## src/rtl/vend_pkg.sv

```systemverilog
// Shared types and coin decode for the vending controller.
// Pure definitions: no logic, no latency, no flow control.
package vend_pkg;

    typedef enum logic [1:0] {
        IDLE   = 2'd0,
        CREDIT = 2'd1,
        VEND   = 2'd2,
        CHANGE = 2'd3
    } state_t;

    typedef enum logic [1:0] {
        NICKEL  = 2'b00,
        DIME    = 2'b01,
        QUARTER = 2'b10,
        INVALID = 2'b11
    } coin_t;

    localparam logic [2:0] NICKEL_VAL = 3'd1;

    // Coin worth in nickels; INVALID is worth nothing.
    function automatic logic [2:0] coin_value(input coin_t c);
        case (c)
            NICKEL:  return NICKEL_VAL;
            DIME:    return 3'd2;
            QUARTER: return 3'd5;
            default: return 3'd0;
        endcase
    endfunction

endpackage

```

## src/rtl/coin_acceptor.sv

```systemverilog
// Coin decode and credit-ceiling check; purely combinational, same-cycle result.
// No backpressure: a coin is either credited (add_en) or rejected (reject).
module coin_acceptor
    import vend_pkg::*;
#(
    parameter int CRED_W     = 5,
    parameter int MAX_CREDIT = 31
) (
    input  logic              coin_valid,
    input  logic [1:0]        coin_type,
    input  logic              accept_en,
    input  logic [CRED_W-1:0] credit,
    output logic              add_en,
    output logic [CRED_W-1:0] add_val,
    output logic              reject
);

    logic [2:0]      val;
    logic [CRED_W:0] sum;
    logic            bad;

    // One extra bit on the sum so a near-full credit cannot wrap past the ceiling.
    always_comb begin
        val     = coin_value(coin_t'(coin_type));
        sum     = {1'b0, credit} + (CRED_W+1)'(val);
        bad     = (coin_t'(coin_type) == INVALID) || (sum > (CRED_W+1)'(MAX_CREDIT));
        add_en  = coin_valid && accept_en && !bad;
        add_val = CRED_W'(val);
        reject  = coin_valid && !(accept_en && !bad);
    end

endmodule

```

## src/rtl/vend_controller.sv

```systemverilog
// Vending FSM: credit accumulation, vend handshake, nickel-per-cycle change; all outputs registered.
// vend_go held until vend_done; optional coin_return input when COIN_RETURN_EN is defined.
module vend_controller
    import vend_pkg::*;
#(
    parameter int PRICE      = 15,
    parameter int MAX_CREDIT = 31,
    parameter int CRED_W     = 5
) (
    input  logic              clk,
    input  logic              reset_n,
    input  logic              coin_valid,
    input  logic [1:0]        coin_type,
    input  logic              vend_req,
    input  logic              vend_done,
`ifdef COIN_RETURN_EN
    input  logic              coin_return,
`endif
    output logic              vend_go,
    output logic              coin_reject,
    output logic              change_pulse,
    output logic [3:0]        change_code,
    output logic [CRED_W-1:0] credit,
    output logic              busy
);

    localparam logic [CRED_W-1:0] PRICE_C = CRED_W'(PRICE);

    state_t            state_q, state_d;
    logic [CRED_W-1:0] credit_q, credit_d;
    logic [3:0]        code_q, code_d;
    logic              reject_q, reject_d;
    logic              vend_go_q, pulse_q, busy_q;
    logic              add_en, coin_rej, accept_en;
    logic [CRED_W-1:0] add_val;

    function automatic logic [3:0] sat15(input logic [CRED_W-1:0] c);
        return (c > CRED_W'(15)) ? 4'hF : 4'(c);
    endfunction

    assign accept_en = (state_q == IDLE) || (state_q == CREDIT);

    coin_acceptor #(
        .CRED_W     (CRED_W),
        .MAX_CREDIT (MAX_CREDIT)
    ) u_coin (
        .coin_valid (coin_valid),
        .coin_type  (coin_type),
        .accept_en  (accept_en),
        .credit     (credit_q),
        .add_en     (add_en),
        .add_val    (add_val),
        .reject     (coin_rej)
    );

    always_comb begin
        state_d  = state_q;
        credit_d = credit_q;
        code_d   = code_q;
        reject_d = coin_rej;
        case (state_q)
            IDLE, CREDIT: begin
                // A coin in the same cycle always wins; vend_req is a level and retries.
                if (add_en) begin
                    credit_d = credit_q + add_val;
                    code_d   = 4'd0;
                    state_d  = CREDIT;
                end else if (state_q == CREDIT && !coin_valid && vend_req
                             && credit_q >= PRICE_C) begin
                    credit_d = credit_q - PRICE_C;
                    state_d  = VEND;
                end
`ifdef COIN_RETURN_EN
                else if (state_q == CREDIT && !coin_valid && coin_return) begin
                    code_d  = sat15(credit_q);
                    state_d = CHANGE;
                end
`endif
            end
            VEND: begin
                if (vend_done) begin
                    code_d  = sat15(credit_q);
                    state_d = (credit_q != '0) ? CHANGE : IDLE;
                end
            end
            CHANGE: begin
                credit_d = credit_q - CRED_W'(NICKEL_VAL);
                if (credit_q <= CRED_W'(NICKEL_VAL)) state_d = IDLE;
            end
            default: state_d = IDLE;
        endcase
    end

    always_ff @(posedge clk or negedge reset_n) begin
        if (!reset_n) begin
            state_q   <= IDLE;
            credit_q  <= '0;
            code_q    <= '0;
            reject_q  <= 1'b0;
            vend_go_q <= 1'b0;
            pulse_q   <= 1'b0;
            busy_q    <= 1'b0;
        end else begin
            state_q   <= state_d;
            credit_q  <= credit_d;
            code_q    <= code_d;
            reject_q  <= reject_d;
            vend_go_q <= (state_d == VEND);
            pulse_q   <= (state_d == CHANGE);
            busy_q    <= (state_d == VEND) || (state_d == CHANGE);
        end
    end

    assign vend_go      = vend_go_q;
    assign coin_reject  = reject_q;
    assign change_pulse = pulse_q;
    assign change_code  = code_q;
    assign credit       = credit_q;
    assign busy         = busy_q;

endmodule

```

## config.mk

```make
export PLATFORM = sky130hd
export DESIGN_NAME = vend_controller
export DESIGN_NICKNAME = d
export VERILOG_FILES = /design/src/rtl/vend_pkg.sv /design/src/rtl/coin_acceptor.sv /design/src/rtl/vend_controller.sv
export SDC_FILE = /design/constraint.sdc
export NUM_CORES = 1
export LEC_CHECK = 0
export CAP_MARGIN = 20
export CORE_MARGIN = 5
export CORE_UTILIZATION = 40
export CTS_BUF_LIST = sky130_fd_sc_hd__clkbuf_4 sky130_fd_sc_hd__clkbuf_8
export DETAILED_ROUTE_END_ITERATION = 12
export SYNTH_ARGS = -nofsm -noshare
export SYNTH_HDL_FRONTEND = slang
export SYNTH_HIERARCHICAL = 1
export SYNTH_SLANG_ARGS = --single-unit
```

## constraint.sdc

```tcl
create_clock -name clk -period 2.44 [get_ports clk]
set_input_delay 0.488 -clock clk [delete_from_list [all_inputs] [get_ports clk]]
set_output_delay 0.488 -clock clk [all_outputs]
set_load 0.01 [all_outputs]
```

==> results_dict.tcl <==
set metrics [dict create \
    grt_pass1_wl_um 4660 \
    wl_per_cell_um 14.1 \
    initial_core_util 0.414 \
    io_pins 20 \
    die_x_um 63.2 \
    clock_latency_ps 290 \
    grt_pass1_vias 990 \
    num_antenna_cells 0 \
    cts_htree_levels 1 \
    status "complete, no violations" \
    cts_tree "done" \
    syn_avg_cell_area_um2 8.58 \
    cts_root_buf "clkbuf_4" \
    area_growth_pct 31.5 \
    clkTransAtPathRegs_ps 90 \
    drtIter0Drc 51 \
    slew_viol_final 0 \
    cts_sinks 14 \
    cts_buffers 3 \
    vias 1036 \
    max_freq_ghz 0.473 \
    hold_buffers 0 \
    rows 19 \
    worstMarginPinSlew_ps 686 \
    crit_chain "dlymetal6s2s_1 > nor2b_2 > ha_1 > nand4b_1 > a21o_1 > and3_4 > buf_4 > o21ai_1 > a21oi_1 > o32a_1" \
    p_leak_nw 0.692 \
    max-slew-margin-rel 0.541 \
    via_per_inst 5.31 \
    synth_cells 132 \
    synth-seq-cells 14 \
    finish.utilization 0.545 \
    required_ps 2630 \
    period_share 0.867 \
    wl_um 2740 \
    clock_path_buffers 2 \
    dieArea_um2 3990 \
    grt_max_degree 15 \
    synth_edf_count 0 \
    synth_flop_cell "dfrtp_1" \
    core_area_um2 2730 \
    path_max_fanout 6 \
    grt_overflow_total 0 \
    synth_area_um2 1130 \
    grt_busiest_layer "met2" \
    power_w 0.00195 \
    hold_viol 0 \
    ys_seq_area_frac 0.309 \
    start_kind "input pin" \
    fin_skew_ps 1.74 \
    crit_slowest_cell "o32a_1" \
    first_pass_iters 4 \
    synth_cell_types 41 \
    die_h_um 63.2 \
    setup.worst_path.class "in2reg" \
    dp_hpwl_um 2070 \
    layout-drive-gt1-share 0.189 \
    cp_data_arrival_time_ps 2300 \
    rsz0062_at_grt "no" \
    worstSetupEndpointType "flip-flop" \
    slowest_delay_ps 320 \
    antenna_left 0 \
    maxCapViolCount 0 \
    powerDensity_nw_per_um2 1310 \
    yosysWarnings 6 \
    gp_congestion 0.870 \
    grt_use_met3 0.0444 \
    drc 0 \
    hold_path.class "reg2reg" \
    portBuffers 19 \
    gr-usage-met1 0.178 \
    grtUsageTotal 0.144 \
    ir_drop_mv 0.815 \
    fin_crit_ps 2110 \
    final_nets 184 \
    antenna_found_initial 0 \
    finalSetupViolCount 0 \
    use_met2 0.236 \
    async_reset_ff_frac 1.00 \
]
## routing by layer
layer,share of wire,vias up,wire [µm]
met5,0,-,0
met4,0.018,0,49
met1,0.45,484,1240
met2,0.49,21,1330
met3,0.044,7,120
li1,-,524,-
## placed cells by master, fill, tap and decap left out, types with 2 or more instances in the layout
cell type	netlist	final
a21boi_0	2	2
a21o_1	2	2
a21oi_1	11	10
a21oi_2	2	3
buf_4	3	13
clkbuf_4	0	3
clkdlybuf4s50_1	0	17
conb_1	1	2
dfrtp_1	14	14
dlymetal6s2s_1	0	2
ha_1	11	11
inv_1	9	8
mux2i_1	2	2
nand2_1	11	11
nand2b_1	3	2
nand2b_4	1	2
nand3_1	5	5
nor2_1	15	14
nor3_1	5	5
o21ai_0	7	6
xnor2_1	3	3
xor2_1	2	2
## logic make-up (layout without fill, tap and decap cells)
family	count (synthesis)	after routing	share of synthesized area
flops	14	14	0.309
buf+inv	15	45	0.0762
xor+xnor	5	5	0.0387
compound gates	34	35	0.197
simple gates	49	49	0.219
fa+ha+maj	12	12	0.139
mux	2	2	0.0177
other cells	1	2	0.00331
## worst max-delay path, delay by kind of cell
family                     cells  cell delay, ps
adders and majority gates      1             310
and+or+nand+nor                3             480
buffers and inverters          2             310
AOI/OAI and AO/OA              4             720
## registers in the layout, indices dropped and copies added (netlist names)
| register | count |
|---|---|
| vend_go | 1 |
| credit | 5 |
| change_code | 4 |
| busy | 1 |
| change_pulse | 1 |
| coin_reject | 1 |
| state_q | 1 |
## final cells by class
type	count	area (µm²)
inverter	9	33.8
clock buffer	4	36.3
sequential	14	350
fill	239	1240
tap	31	38.8
multi-input combinational	105	737
timing repair buffer	32	293
## worst paths after layout
path	startpoint	end	slack, ps	depth (start not counted)
worst max-delay path	coin_type[1]	credit[3]	330	10
worst min-delay path	change_code[2]	change_code[2]	530	2
worst max register to register	credit[1]	credit[3]	330	8
worst min register to register	change_code[2]	change_code[2]	530	2
max in group asynchronous	reset_n	change_code[0]	1400	1
min in group asynchronous	reset_n	credit[2]	600	1
## metrics by stage
stage / TNS, ps / cells / setup WS [ps] / area, µm² / hold slack, ps
2_1_floorplan: 0 / 133 / 154 / 1140 / 192
3_5_place_dp: -1950 / 189 / -381 / 1400 / 521
5_1_grt: 0 / 195 / 218 / 1490 / 591
4_1_cts: 0 / 193 / 28.2 / 1450 / 537
3_3_place_gp: -1140 / 189 / -276 / 1400 / 514
6_report: 0 / 195 / 326 / 1490 / 534
## repair_timing
item | 4_1_cts | 5_1_grt
gates resized for setup | 3 | 8
gates cloned | 0 | 1
pin swaps | 0 | 3
endpoints found under the setup margin | 3 | 4
buffers inserted | 0 | 1
## Yosys cell counts, types with 2 or more instances
master,number,area (µm²)
nor2_1,15,56.3
dfrtp_1,14,350
a21oi_1,11,55.1
ha_1,11,138
nand2_1,11,41.3
inv_1,9,33.8
o21ai_0,7,35.0
nand3_1,5,25.0
nor3_1,5,25.0
buf_4,3,22.5
nand2b_1,3,18.8
xnor2_1,3,26.3
a21boi_0,2,15.0
a21o_1,2,15.0
a21oi_2,2,17.5
and3_1,2,12.5
mux2i_1,2,20.0
xor2_1,2,17.5
## where the power goes
part           switching (W)  internal (W)  total, W  leakage, nW
logic               0.000620      0.000648   0.00127        0.505
clock network      0.0000862     0.0000911  0.000177       0.0210
registers           0.000157      0.000345  0.000502        0.166
No activity file was read; power rests on OpenSTA's default activity.
